--- config.mk ---
export PLATFORM = sky130hd
export DESIGN_NAME = sync_debounce
export DESIGN_NICKNAME = d
export VERILOG_FILES = /design/src/rtl/sync_debounce_pkg.sv /design/src/rtl/sync_db_chan.sv /design/src/rtl/sync_debounce.sv
export SDC_FILE = /design/constraint.sdc
export NUM_CORES = 1
export LEC_CHECK = 0
export ABC_AREA = 1
export CAP_MARGIN = 20
export CORE_ASPECT_RATIO = 0.5
export CORE_MARGIN = 5
export CORE_UTILIZATION = 55
export CTS_BUF_LIST = sky130_fd_sc_hd__clkbuf_4
export DETAILED_ROUTE_END_ITERATION = 6
export PLACE_DENSITY = 0.85
export SYNTH_ARGS = -nofsm -noshare
export SYNTH_HDL_FRONTEND = slang
export SYNTH_SLANG_ARGS = --single-unit
--- constraint.sdc ---
create_clock -name ck -period 2.4 [get_ports ck]
set_input_delay 0.36 -clock ck [delete_from_list [all_inputs] [get_ports ck]]
set_output_delay 0.36 -clock ck [all_outputs]
set_load 0.02 [all_outputs]
--- src/rtl/sync_debounce_pkg.sv ---
// sync_debounce_pkg: shared constants, counter-width helper and channel state enum
// for the sync_debounce input conditioner.
// Contents: CH_DEF / STAGES_DEF / DB_CNT_DEF defaults, clog2_min1(), chan_state_e.
package sync_debounce_pkg;

  localparam int unsigned CH_DEF     = 4;
  localparam int unsigned STAGES_DEF = 2;
  localparam int unsigned DB_CNT_DEF = 50000;  // 1 ms at 50 MHz

  // A debounce channel is STABLE while the synchronised input matches q,
  // and COUNTING while it differs and is being qualified.
  typedef enum logic {
    STABLE   = 1'b0,
    COUNTING = 1'b1
  } chan_state_e;

  // Counter width. It must hold the values 0 .. DB_CNT-1 and is never zero bits wide.
  function automatic int unsigned clog2_min1(input int unsigned v);
    return (v <= 2) ? 1 : $clog2(v);
  endfunction

endpackage

--- src/rtl/sync_db_chan.sv ---
// sync_db_chan: one channel made of a STAGES-deep synchroniser, a debounce counter,
// a registered level q and optional registered rise/fall pulses.
// Ports: ck, rst_n (async, active-low), d (raw pin), q (clean level), rise/fall (1-cycle pulses).
// Optional feature: the rise/fall flops exist only when SYNC_DEBOUNCE_EDGE_EN is defined.
module sync_db_chan
  import sync_debounce_pkg::*;
#(
  parameter int unsigned STAGES  = STAGES_DEF,
  parameter int unsigned DB_CNT  = DB_CNT_DEF,
  parameter logic        RST_VAL = 1'b0
) (
  input  logic ck,
  input  logic rst_n,
  input  logic d,
  output logic q,
  output logic rise,
  output logic fall
);

  localparam int unsigned     CW   = clog2_min1(DB_CNT);
  localparam logic [CW-1:0]   TERM = CW'(DB_CNT - 1);

  logic [STAGES-1:0] r_sync;
  logic [CW-1:0]     r_cnt;
  logic              r_q;

  logic              w_s;
  chan_state_e       w_state;
  logic [CW-1:0]     w_cnt_nxt;
  logic              w_q_nxt;

  // The first stage may go metastable. Only the last stage is used.
  always_ff @(posedge ck or negedge rst_n) begin
    if (!rst_n) begin
      r_sync <= {STAGES{RST_VAL}};
    end else begin
      r_sync <= {r_sync[STAGES-2:0], d};
    end
  end

  assign w_s = r_sync[STAGES-1];

  // The state is implied by comparing s with q. A mismatch that ends before
  // terminal count drops back to STABLE, which clears the counter and rejects the glitch.
  always_comb begin
    w_state   = (w_s == r_q) ? STABLE : COUNTING;
    w_cnt_nxt = r_cnt;
    w_q_nxt   = r_q;
    unique case (w_state)
      STABLE: begin
        w_cnt_nxt = '0;
      end
      COUNTING: begin
        if (r_cnt == TERM) begin
          w_q_nxt   = w_s;
          w_cnt_nxt = '0;
        end else begin
          w_cnt_nxt = r_cnt + 1'b1;
        end
      end
      default: begin
        w_cnt_nxt = '0;
      end
    endcase
  end

  always_ff @(posedge ck or negedge rst_n) begin
    if (!rst_n) begin
      r_cnt <= '0;
      r_q   <= RST_VAL;
    end else begin
      r_cnt <= w_cnt_nxt;
      r_q   <= w_q_nxt;
    end
  end

  assign q = r_q;

`ifdef SYNC_DEBOUNCE_EDGE_EN
  logic r_rise;
  logic r_fall;
  logic w_upd;

  // Pulses are written on the same edge as q, so each pulse lines up with the new level.
  assign w_upd = (w_state == COUNTING) && (r_cnt == TERM);

  always_ff @(posedge ck or negedge rst_n) begin
    if (!rst_n) begin
      r_rise <= 1'b0;
      r_fall <= 1'b0;
    end else begin
      r_rise <= w_upd &  w_s;
      r_fall <= w_upd & ~w_s;
    end
  end

  assign rise = r_rise;
  assign fall = r_fall;
`else
  assign rise = 1'b0;
  assign fall = 1'b0;
`endif

endmodule

--- src/rtl/sync_debounce.sv ---
// sync_debounce: CH independent channels of synchroniser plus debounce, placed
// between the board pins and the control logic.
// Ports: ck, rst_n (async, active-low), d[CH] (raw), q[CH], rise[CH], fall[CH].
// Optional feature: SYNC_DEBOUNCE_EDGE_EN enables rise/fall. When undefined, both are tied to 0.
module sync_debounce
  import sync_debounce_pkg::*;
#(
  parameter int unsigned CH      = CH_DEF,
  parameter int unsigned STAGES  = STAGES_DEF,
  parameter int unsigned DB_CNT  = DB_CNT_DEF,
  parameter logic        RST_VAL = 1'b0
) (
  input  logic          ck,
  input  logic          rst_n,
  input  logic [CH-1:0] d,
  output logic [CH-1:0] q,
  output logic [CH-1:0] rise,
  output logic [CH-1:0] fall
);

  if (STAGES < 2) begin : g_bad_stages
    $error("sync_debounce: STAGES must be >= 2");
  end
  if (DB_CNT < 1) begin : g_bad_db_cnt
    $error("sync_debounce: DB_CNT must be >= 1");
  end
  if (CH < 1) begin : g_bad_ch
    $error("sync_debounce: CH must be >= 1");
  end

  for (genvar g = 0; g < CH; g++) begin : g_chan
    sync_db_chan #(
      .STAGES  (STAGES),
      .DB_CNT  (DB_CNT),
      .RST_VAL (RST_VAL)
    ) u_chan (
      .ck    (ck),
      .rst_n (rst_n),
      .d     (d[g]),
      .q     (q[g]),
      .rise  (rise[g]),
      .fall  (fall[g])
    );
  end

endmodule
==> results.md <==
* Outcome: finished, final reports clean
* Drt first pass iters at 5
* Shortest clock period the worst path allows after layout at 1.90 ns
* Final-layout setup total negative slack at 0 ns
* Half-perimeter wire length of the detailed placement result at 5560 um
* Critical Path Sink Type: output port
* Final number of hold-violating endpoints at 0
* Antenna violations before repair at 0
* Normalized max-slew margin at 66.0%
* Yosys warning total at 0
* Transition at the pin with the smallest max-transition slack at 0.510 ns
* Vias in the first global route at 3,065
* Clock share of power at 40.8%
* Vias per cell at 5.23
* Number of clock buffers inserted by TritonCTS at 9
* Class of the tightest hold or removal check: reg2reg
* Die boundary width at 131 um
* Total number of vias at 3,250
* Gp weighted congestion at 0.936
* Post-route clock period utilization at 79.4%
* Leading cell type in the layout, fill and taps excluded: sky130_fd_sc_hd__nor2_1
* Initial core utilization at 55.7%
* TritonCTS clock tree: yes
* Bufs on Longest Clock Path at 2
* Detailed-route wire length at 7760 um
* Pin count of the biggest net entering global routing at 42
* Max Freq at 525 MHz
* Site row count at 22
* Total of buffers placed on input and output ports at 9
* Grt ovf at 0
* Arrival time worst endpoint at 1.54 ns
* Critical-path top delay cell: sky130_fd_sc_hd__clkdlybuf4s50_1
* MaxCap Viol Count at 0
* Leading cell types in the layout, fill and taps excluded: 137 x sky130_fd_sc_hd__nor2_1, 88 x sky130_fd_sc_hd__nand2_1, 76 x sky130_fd_sc_hd__dfrtp_1
* Comb power frac at 4.5%
* Die Height at 70.5 um
* Final Core Density at 60.6%
* Number of hold buffers added after CTS at 1
* Clk Tree Root Cell: sky130_fd_sc_hd__clkbuf_4
* Core area at 7240 um^2
* Global Route Usage Sum at 18.3%
* Delay-heaviest family, CP: buffers and inverters
* Wire per inst at 12.5 um
* Multi-input logic area at 1880 um^2
* Cell count after synthesis at 503
* Biggest area contributors in the synthesized netlist: sky130_fd_sc_hd__dfrtp_1 47%, sky130_fd_sc_hd__nor2_1 13%, sky130_fd_sc_hd__nand2_1 8.2%
* Count of cell types in the netlist at 25
* Post-DRT Antenna Nets at 0
* # Post-CTS Setup Buffers at 0
* I/O pins at 18
* # setup viols final at 0
* Net count of the finished layout at 530
* First DRT Iteration DRCs at 294
* Post-CTS sizing at 0
* Pint at 1.88 mW
* Area leader, netlist: sky130_fd_sc_hd__dfrtp_1
* Worst setup path category: reg2out
* CTS sink count at 76
* Flop-to-flop setup slack at 0.92 ns
* Maximum clock skew at final layout at 0.0152 ns
* Slowest stage delay, CP at 0.65 ns
* Reg power frac at 54.7%
* Area overhead of the layout relative to synthesis at 8.85%
* Data required, critical path at 2.04 ns
* Clock transition at the registers of the reported paths at 0.13 ns
* Area fraction of the dominant cell type after synthesis at 47.2%
* Summed instance area of the synthesized netlist at 4030 um^2
* Crit-path max FO at 3
* Crit path cell chain: clkdlybuf4s50_1
* Unrepaired setup endpoints after global routing: false
* Power spent charging and discharging nets at 0.536 mW
* Overall die area at 9240 um^2
* Ratio of total power to cell area at 552 nW/um^2
* Global-route wire length before repair at 13,500 um
* Clk Latency, worst-skew pair at 0.43 ns
* Proportion of synthesized chip area in sequential cells at 47.2%
* Leak at 2.09 nW
* Syn_area_per_cell at 8.01 um^2
* Total of fill cells in the finished design at 622
* Total count of max-transition violations in the final report at 0
* Number of diodes at 0
* H-tree depth at 3
* Critical path buffer and inverter count at 1
* CP startpoint kind: register
* Register bit count reported by yosys at 76
* DRC violations left at 0
* Switching Fraction at 22.2%
* Worst IR Drop VDD at 0.303 mV
* Storage element area at 1900 um^2
* Fraction of final layout cells sized beyond drive strength 1 at 8.57%
[flip-flops by register name, indices dropped and copies added, names as in the netlist]
name,count
g_chan.u_chan.q,4
g_chan.u_chan.r_sync,8
g_chan.u_chan.r_cnt,64
[path summary, 6_finish.rpt]
kind,startpoint,depth (start not counted),endpoint
setup / recovery,g_chan[1].u_chan.q,1,q[1]
hold / removal,g_chan[1].u_chan.r_sync[0],0,g_chan[1].u_chan.r_sync[1]
setup reg to reg,g_chan[2].u_chan.r_cnt[0],6,g_chan[2].u_chan.r_cnt[3]
hold reg to reg,g_chan[1].u_chan.r_sync[0],0,g_chan[1].u_chan.r_sync[1]
max in group asynchronous,rst_n,3,g_chan[1].u_chan.r_cnt[11]
min in group asynchronous,rst_n,2,g_chan[3].u_chan.r_cnt[6]
[cell families after synthesis]
group	after synthesis	share of synthesized area (%)
compound gates	23	3.35
xor+xnor	37	8.41
fa+ha+maj	4	1.24
buf+inv	62	6.89
flops	76	47.2
other cells	1	0.0930
simple gates	300	32.8
[stage by stage]
| stage | instances | cell area, um^2 | power, mW | setup slack [ns] | hold WS, ns |
|---|---|---|---|---|---|
| 6_report | 621 | 4390 | 2.42 | 0.495 | 0.361 |
| 5_1_grt | 621 | 4390 | 2.52 | 0.409 | 0.324 |
| 4_1_cts | 621 | 4390 | 2.44 | 0.464 | 0.338 |
| 3_5_place_dp | 604 | 4190 | 1.46 | 0.920 | 0.335 |
| 3_3_place_gp | 604 | 4190 | 1.46 | 0.942 | 0.332 |
| 2_1_floorplan | 510 | 4060 | 1.42 | 1.12 | 0.0644 |
[Yosys cell counts]
cell and n:
sky130_fd_sc_hd__nand3_1 41, sky130_fd_sc_hd__xor2_1 22, sky130_fd_sc_hd__nor3b_1 1, sky130_fd_sc_hd__nor2_2 4
sky130_fd_sc_hd__dfrtp_1 76, sky130_fd_sc_hd__nand3_4 1, sky130_fd_sc_hd__buf_4 12, sky130_fd_sc_hd__xnor2_1 13
sky130_fd_sc_hd__nand4_1 8, sky130_fd_sc_hd__nand2_2 10, sky130_fd_sc_hd__a21oi_1 10, sky130_fd_sc_hd__nand3_2 3
sky130_fd_sc_hd__nand2_1 88, sky130_fd_sc_hd__o21bai_1 5, sky130_fd_sc_hd__nand3b_1 1, sky130_fd_sc_hd__ha_1 4
sky130_fd_sc_hd__nor2_1 137, sky130_fd_sc_hd__nor3_2 4, sky130_fd_sc_hd__o21ai_0 2, sky130_fd_sc_hd__xor2_2 2
sky130_fd_sc_hd__a31oi_1 6, sky130_fd_sc_hd__nor3_4 2, sky130_fd_sc_hd__conb_1 1, sky130_fd_sc_hd__inv_1 49
sky130_fd_sc_hd__inv_2 1
[power by group through the flow]
stage               registers, mW  clock network [mW]  logic [mW]
detailed placement           1.35                   0       0.110
finish                       1.32               0.988       0.108
global route                 1.33                1.06       0.126
global placement             1.35                   0       0.108
floorplan                    1.35                   0      0.0707
CTS                          1.32                1.01       0.111
[routing by layer]
layer,GRT usage [%],vias up,wire length [um]
met4,6.27,0,110
met1,24.4,1547,3570
li1,-,1593,-
met2,28.5,95,3620
met5,0,-,0
met3,5.73,15,455
[cell type report]
type / instances / share of cell area [%]
multi-input cells: 372 / 42.8
clock inverters: 5 / 2.28
inverters: 50 / 4.28
flip-flops and latches: 76 / 43.4
clock buffers: 11 / 1.88
well taps: 96 / 2.74
repair buffers: 11 / 2.68
No activity file was read; power rests on OpenSTA's default activity.
